`config.mk`:
```
export PLATFORM = sky130hd
export DESIGN_NAME = hist_readout
export DESIGN_NICKNAME = d
export VERILOG_FILES = /design/src/rtl/hist_readout_pkg.sv /design/src/rtl/hist_stat_acc.sv /design/src/rtl/hist_readout.sv
export SDC_FILE = /design/constraint.sdc
export NUM_CORES = 1
export LEC_CHECK = 0
export CAP_MARGIN = 20
export CORE_MARGIN = 2
export CORE_UTILIZATION = 35
export DETAILED_ROUTE_END_ITERATION = 10
export DONT_BUFFER_PORTS = 1
export HOLD_SLACK_MARGIN = 0.15
export PLACE_DENSITY = 0.55
export RECOVER_POWER = 25
export SETUP_SLACK_MARGIN = 0.02
export SYNTH_ARGS = -nofsm -noshare
export SYNTH_HDL_FRONTEND = slang
export SYNTH_SLANG_ARGS = --single-unit
```
`constraint.sdc`:
```
create_clock -name clock -period 4.6 [get_ports clock]
set_input_delay 0.69 -clock clock [delete_from_list [all_inputs] [get_ports clock]]
set_output_delay 0.69 -clock clock [all_outputs]
set_load 0.02 [all_outputs]
```
`src/rtl/hist_readout_pkg.sv`:
```
// Shared definitions for the histogram readout: state encoding, widths, sizing helpers.
package hist_readout_pkg;

   localparam int unsigned SUM_W = 32;
   localparam int unsigned ST_W  = 3;

   localparam logic [ST_W-1:0] ST_IDLE    = 3'd0;
   localparam logic [ST_W-1:0] ST_SETTLE  = 3'd1;
   localparam logic [ST_W-1:0] ST_ISSUE   = 3'd2;
   localparam logic [ST_W-1:0] ST_WAIT    = 3'd3;
   localparam logic [ST_W-1:0] ST_PRESENT = 3'd4;
   localparam logic [ST_W-1:0] ST_DONE    = 3'd5;

   // Number of histogram bins addressed by a dsize-bit index.
   function automatic int unsigned nbins_f(input int unsigned dsize);
      return 32'd1 << dsize;
   endfunction

   // Width of the frame total: a full bin count times the number of bins.
   function automatic int unsigned total_w_f(input int unsigned dsize);
      return SUM_W + dsize;
   endfunction

   // Bits needed for a down-counter holding 0..n-1 (at least one bit).
   function automatic int unsigned cnt_w_f(input int unsigned n);
      int unsigned w;
      w = 1;
      while ((32'd1 << w) < n) w++;
      return w;
   endfunction

endpackage

```
`src/rtl/hist_stat_acc.sv`:
```
// Running frame statistics: sum of values, largest value with its index, non-zero count.
module hist_stat_acc
   import hist_readout_pkg::*;
#(
   parameter int unsigned IDX_W = 8,
   parameter int unsigned VAL_W = SUM_W
)(
   input  logic                   clock,
   input  logic                   rst_n,
   input  logic                   clear,
   input  logic                   update,
   input  logic [IDX_W-1:0]       idx,
   input  logic [VAL_W-1:0]       val,
   output logic [IDX_W+VAL_W-1:0] total,
   output logic [VAL_W-1:0]       max_cnt,
   output logic [IDX_W-1:0]       max_idx,
   output logic [IDX_W:0]         nz_cnt
);

   localparam int unsigned TOT_W = IDX_W + VAL_W;
   localparam int unsigned NZ_W  = IDX_W + 1;

   // Clear at frame start, fold in one value per update; strict compare keeps the first maximum.
   always_ff @(posedge clock or negedge rst_n) begin
      if (!rst_n) begin
         total   <= '0;
         max_cnt <= '0;
         max_idx <= '0;
         nz_cnt  <= '0;
      end else if (clear) begin
         total   <= '0;
         max_cnt <= '0;
         max_idx <= '0;
         nz_cnt  <= '0;
      end else if (update) begin
         total <= total + TOT_W'(val);
         if (val > max_cnt) begin
            max_cnt <= val;
            max_idx <= idx;
         end
         if (val != '0) begin
            nz_cnt <= nz_cnt + NZ_W'(1);
         end
      end
   end

endmodule

```
`src/rtl/hist_readout.sv`:
```
// Post-window histogram readout: waits for the accumulator to drain, sweeps every bin
// through its read port, streams bins on valid/ready and keeps frame statistics.
module hist_readout
   import hist_readout_pkg::*;
#(
   parameter int unsigned DSIZE      = 8,
   parameter int unsigned RAM_RD_LAT = 1,
   parameter int unsigned SETTLE_CYC = 12,
   parameter int unsigned SKIP_ZERO  = 0
)(
   input  logic                          clock,
   input  logic                          rst_n,
   input  logic                          start,
   input  logic                          finish,
   output logic                          get_summary,
   output logic [DSIZE-1:0]              index,
   input  logic [SUM_W-1:0]              summary,
   output logic [DSIZE-1:0]              bin_idx,
   output logic [SUM_W-1:0]              bin_cnt,
   output logic                          bin_vld,
   input  logic                          bin_rdy,
   output logic                          bin_last,
   output logic                          busy,
   output logic                          done,
   output logic [total_w_f(DSIZE)-1:0]   total,
   output logic [SUM_W-1:0]              max_cnt,
   output logic [DSIZE-1:0]              max_idx,
   output logic [DSIZE:0]                nz_bins
);

   localparam int unsigned    NBINS    = nbins_f(DSIZE);
   localparam int unsigned    SET_W    = cnt_w_f(SETTLE_CYC);
   localparam int unsigned    LAT_W    = cnt_w_f(RAM_RD_LAT);
   localparam logic [DSIZE-1:0] LAST_IDX = DSIZE'(NBINS - 1);

   logic [ST_W-1:0]  state;
   logic [ST_W-1:0]  state_nxt;
   logic [SET_W-1:0] settle_cnt;
   logic [LAT_W-1:0] wait_cnt;

   logic last_c;
   logic capture_c;
   logic present_c;
   logic clear_c;
   logic update_c;

   // The read latency is counted from the ISSUE cycle, so WAIT spans RAM_RD_LAT cycles
   // and the data is sampled on the last of them.
   assign last_c    = (index == LAST_IDX);
   assign capture_c = (state == ST_WAIT) && (wait_cnt == '0);
   assign present_c = (SKIP_ZERO == 0) || (summary != '0) || last_c;
   assign clear_c   = (state == ST_IDLE) && (state_nxt == ST_SETTLE);
   assign update_c  = capture_c && !start;

   // State register.
   always_ff @(posedge clock or negedge rst_n) begin
      if (!rst_n) begin
         state <= ST_IDLE;
      end else begin
         state <= state_nxt;
      end
   end

   // Next-state logic; start overrides everything and returns to IDLE.
   always_comb begin
      state_nxt = state;
      if (start) begin
         state_nxt = ST_IDLE;
      end else begin
         case (state)
            ST_IDLE: begin
               if (finish) state_nxt = ST_SETTLE;
            end
            ST_SETTLE: begin
               if (settle_cnt == '0) state_nxt = ST_ISSUE;
            end
            ST_ISSUE: begin
               state_nxt = ST_WAIT;
            end
            ST_WAIT: begin
               if (capture_c) begin
                  if (present_c)   state_nxt = ST_PRESENT;
                  else if (last_c) state_nxt = ST_DONE;
                  else             state_nxt = ST_ISSUE;
               end
            end
            ST_PRESENT: begin
               if (bin_rdy) begin
                  if (bin_last) state_nxt = ST_DONE;
                  else          state_nxt = ST_ISSUE;
               end
            end
            ST_DONE: begin
               state_nxt = ST_IDLE;
            end
            default: begin
               state_nxt = ST_IDLE;
            end
         endcase
      end
   end

   // Settle and read-latency down-counters.
   always_ff @(posedge clock or negedge rst_n) begin
      if (!rst_n) begin
         settle_cnt <= '0;
         wait_cnt   <= '0;
      end else begin
         if (clear_c) begin
            settle_cnt <= SET_W'(SETTLE_CYC - 1);
         end else if ((state == ST_SETTLE) && (settle_cnt != '0)) begin
            settle_cnt <= settle_cnt - SET_W'(1);
         end

         if ((state == ST_ISSUE) && (state_nxt == ST_WAIT)) begin
            wait_cnt <= LAT_W'(RAM_RD_LAT - 1);
         end else if ((state == ST_WAIT) && (wait_cnt != '0)) begin
            wait_cnt <= wait_cnt - LAT_W'(1);
         end
      end
   end

   // Registered control outputs, derived from the state being entered.
   always_ff @(posedge clock or negedge rst_n) begin
      if (!rst_n) begin
         get_summary <= 1'b0;
         bin_vld     <= 1'b0;
         busy        <= 1'b0;
         done        <= 1'b0;
      end else begin
         get_summary <= (state_nxt == ST_ISSUE) || (state_nxt == ST_WAIT) ||
                        (state_nxt == ST_PRESENT);
         bin_vld     <= (state_nxt == ST_PRESENT);
         busy        <= (state_nxt != ST_IDLE);
         done        <= (state_nxt == ST_DONE);
      end
   end

   // Read address: restart at bin 0 after settling, step by one between bins, never wrap.
   always_ff @(posedge clock or negedge rst_n) begin
      if (!rst_n) begin
         index <= '0;
      end else if (state_nxt == ST_ISSUE) begin
         if (state == ST_SETTLE) index <= '0;
         else                    index <= index + DSIZE'(1);
      end
   end

   // Capture the returned bin; held stable through PRESENT until the handshake.
   always_ff @(posedge clock or negedge rst_n) begin
      if (!rst_n) begin
         bin_idx  <= '0;
         bin_cnt  <= '0;
         bin_last <= 1'b0;
      end else if (capture_c) begin
         bin_idx  <= index;
         bin_cnt  <= summary;
         bin_last <= last_c;
      end
   end

   // Frame statistics over every scanned bin, skipped or presented.
   hist_stat_acc #(
      .IDX_W (DSIZE),
      .VAL_W (SUM_W)
   ) u_stat (
      .clock   (clock),
      .rst_n   (rst_n),
      .clear   (clear_c),
      .update  (update_c),
      .idx     (index),
      .val     (summary),
      .total   (total),
      .max_cnt (max_cnt),
      .max_idx (max_idx),
      .nz_cnt  (nz_bins)
   );

endmodule

```
==> flow_metrics.py <==
metrics = {
    "run_status": {
        "status": "complete, no violations",
    },
    "worst_setup_path": {
        "end_kind": "flop",
        "worst_ep_arrival_time_ns": 3.69,
        "crit_buf_inv": 2,
        "critPathLaunchType": "flop",
        "cp_top_family": "simple AND/OR/NAND/NOR gates",
        "crit_chain": "inv_1, ha_1, nand4_1, nor2_1, nand3_1, nor4_4, buf_4, nor3_1, a311oi_1, o311ai_1",
        "slowest_delay_ns": 0.75,
        "setup.worst_path.class": "reg -> reg",
        "crit_required_ns": 4.88,
        "slowest_stage": "buf_4",
        "critPathMaxFanout": 80,
    },
    "yosys": {
        "yosysTopAreaCell": "dfrtp_1",
        "synth.area.mux_share_pct": 4.85,
        "netlist_area_sq_mm": 0.00990,
        "synthSimpleGateAreaFrac_pct": 19.7,
        "synthesis.nets": 1199,
        "yosysTopAreaCellShare_pct": 37.9,
        "synth-seq-cells": 150,
        "synth_enable_flop_cells": 0,
        "async_flop_share_pct": 100,
        "synth-compound-area-share_pct": 19.8,
        "synth.distinct_cells": 67,
        "synth_ff_type": "dfrtp_1",
        "netlist_instances": 1093,
        "avgSynthCellArea_sq_um": 9.06,
        "synth_xor_area_share_pct": 3.36,
        "synth_adder_area_share_pct": 8.80,
        "synth_top_family_by_area": "compound AO/OA/AOI/OAI gates",
        "ys_top_cells_by_area": "dfrtp_1 (38%), ha_1 (8.6%), mux2_2 (4.5%), nand4_1 (4.0%), a311oi_1 (3.6%)",
        "seq_area_frac_synth_pct": 37.9,
        "ys_warn_count": 0,
    },
    "pwr": {
        "p_per_area_mw_per_mm2": 326,
        "ir_drop_mv": 0.200,
        "leakage_uw": 0.00482,
        "p_total_uw": 3540,
    },
    "sta": {
        "skew_ns": 0.0171,
        "rsz0062_at_grt": "no",
        "setup_viol": 0,
        "max_freq_mhz": 293,
        "period_minus_slack_ns": 3.42,
        "tightest_slew_ns": 0.887,
        "min_period_over_period_pct": 74.3,
        "drv_slew": 0,
        "hold_viol": 0,
        "setup_tns_ns": 0,
        "relSlewSlack_pct": 40.8,
        "holdWs_ns": 0.201,
    },
    "clock_tree": {
        "cts_setup_buffers": 0,
        "clkLatencyLatePin_ns": 0.43,
        "cts_tree": "done",
        "cts.sinks": 150,
        "cts-root-buf": "clkbuf_16",
        "clk_pin_slew_ns": 0.07,
        "cts_max_level": 4,
        "cts_inserted_buffers": 17,
        "clk_path_buf_depth": 2,
    },
    "floorplan": {
        "io_pins": 179,
        "placementRows": 61,
        "die_width_um": 172,
        "coreArea_sq_mm": 0.0278,
        "initial_core_util_pct": 35.6,
        "dieHeight_um": 172,
        "dieArea_sq_mm": 0.0296,
    },
    "layout": {
        "area_growth_pct": 9.67,
        "final_cells": 1439,
        "n_antenna_cell": 0,
        "drive_gt1_share_pct": 13.2,
        "final-seq-area_sq_mm": 0.00375,
        "fillers": 2808,
        "multi_input_area_sq_mm": 0.00566,
        "layout_commonest_cell": "dfrtp_1",
        "nets": 1154,
        "most-common-layout-cells": "dfrtp_1 (150), nor2_1 (88), o21ai_0 (68), ha_1 (68), nand4_1 (64)",
    },
    "route": {
        "drt_first_pass_iters": 5,
        "num_vias": 8385,
        "drt_wl_total_mm": 29.4,
        "wl_per_cell_um": 20.4,
        "ant_nets": 0,
        "drt-initial-drc-count": 723,
        "viasPerCell": 5.83,
        "drc": 0,
    },
    "placed_design": {
        "place.gp.congestion": 0.828,
        "dp_hpwl_mm": 20.6,
        "portBuffers": 0,
        "placedCellCount": 1405,
    },
    "hold_path": {
        "min_path_type": "in -> async",
    },
    "global_route": {
        "grt_first_pass_wirelength_mm": 46.6,
        "antenna_found_initial": 0,
        "overflow": 0,
        "grtUsageTotal_pct": 20.3,
        "grt_pass1_vias": 8045,
        "grt_max_degree": 151,
    },
    "flow_run": {
        "max-cap-violations": 0,
    },
}
-- metrics by stage --
step           setup WS (ns)  util (%)  instance area (sq um)
6_report                1.18      39.1                  10900
5_1_grt                0.835      39.1                  10900
4_1_cts                 1.16      39.0                  10800
3_5_place_dp            1.10      36.7                  10200
3_3_place_gp            1.14      36.7                  10200
2_1_floorplan           1.57         -                   9900
-- cell families after synthesis --
family / Yosys count
multiplexers: 43
buffers and inverters: 132
XOR/XNOR: 38
adder cells (fa/ha/maj): 69
AO/OA/AOI/OAI: 283
flip-flops: 150
AND/OR/NAND/NOR: 378
-- state kept, by name, indices dropped and copies added, names as in the netlist --
register and count:
bin_cnt 32, bin_idx 8, bin_last 1, bin_vld 1
busy 1, done 1, get_summary 1, index 8
settle_cnt 4, state 3, u_stat.max_cnt 32, u_stat.max_idx 8
u_stat.nz_cnt 9, u_stat.total 40, wait_cnt 1
-- worst paths after layout --
| kind | startpoint | slack [ns] | depth (start not counted) | end |
|---|---|---|---|---|
| max in group asynchronous | rst_n | 3.64 | 1 | state[2]$_DFF_PN0_ |
| worst max-delay path | u_stat.max_cnt[30]$_DFFE_PN0P_ | 1.18 | 10 | u_stat.max_cnt[1]$_DFFE_PN0P_ |
| min in group clock | start | 0.38 | 1 | state[1]$_DFF_PN0_ |
| worst max register to register | u_stat.max_cnt[30]$_DFFE_PN0P_ | 1.18 | 10 | u_stat.max_cnt[1]$_DFFE_PN0P_ |
| worst min register to register | settle_cnt[3]$_DFFE_PN0P_ | 0.53 | 2 | settle_cnt[3]$_DFFE_PN0P_ |
| worst min-delay path | rst_n | 0.20 | 1 | bin_idx[2]$_DFFE_PN0P_ |
-- per-layer routing --
layer | track usage [%] | vias up | part of all wire [%]
li1 | - | 4015 | -
met1 | 27.7 | 4105 | 45
met2 | 31.1 | 228 | 45
met3 | 6.13 | 37 | 7.3
met4 | 5.77 | 0 | 2.0
met5 | 0 | - | 0
-- synthesized netlist by cell type, types with 4 or more instances --
master       n
o311ai_1    40
o21a_1       8
mux2_2      40
o21bai_1     5
o21ai_0     68
buf_2        5
a2111oi_0    4
inv_1       54
o31ai_1      9
ha_1        68
nor2_1      88
and3_1       7
nand3_1     34
nand4_1     64
nand2_2     36
nand2_1     56
nand2b_1    10
buf_1        8
a31oi_1      6
or3_1        6
or2_2        4
a21oi_1     50
a311oi_1    41
nor3_1      46
xor2_1      22
clkbuf_1    58
buf_6        6
xnor2_1     16
nor4_1       9
dfrtp_1    150
a21o_1      21
-- worst reg2reg max path, stage by stage (launching register included) --
cell and delay [ns]:
dfrtp_1 0.52, inv_1 0.09, ha_1 0.30, nand4_1 0.17, nor2_1 0.20, nand3_1 0.23
nor4_4 0.45, buf_4 0.75, nor3_1 0.19, a311oi_1 0.24, o311ai_1 0.13
-- power by group --
part           internal (uW)  switching, uW  total, uW  leakage (uW)
Clock                    893            613       1510      0.000295
Combinational            182            265        446       0.00267
Sequential              1410            184       1590       0.00185
Total                   2480           1060       3540       0.00482
-- repair_timing --
action / in CTS / in global routing
resized for setup: 0 / 0
endpoints found under the hold margin: 150 / 0
hold buffers: 1 / 0
-- area by class of cell --
type,instances,share of cell area (%)
multi-input cells,811,52.1
flip-flops and latches,150,34.6
well taps,378,4.36
clock buffers,20,4.21
inverters,54,1.87
clock inverters,12,1.52
repair buffers,14,1.38
Power figures use the tool's default switching activity.
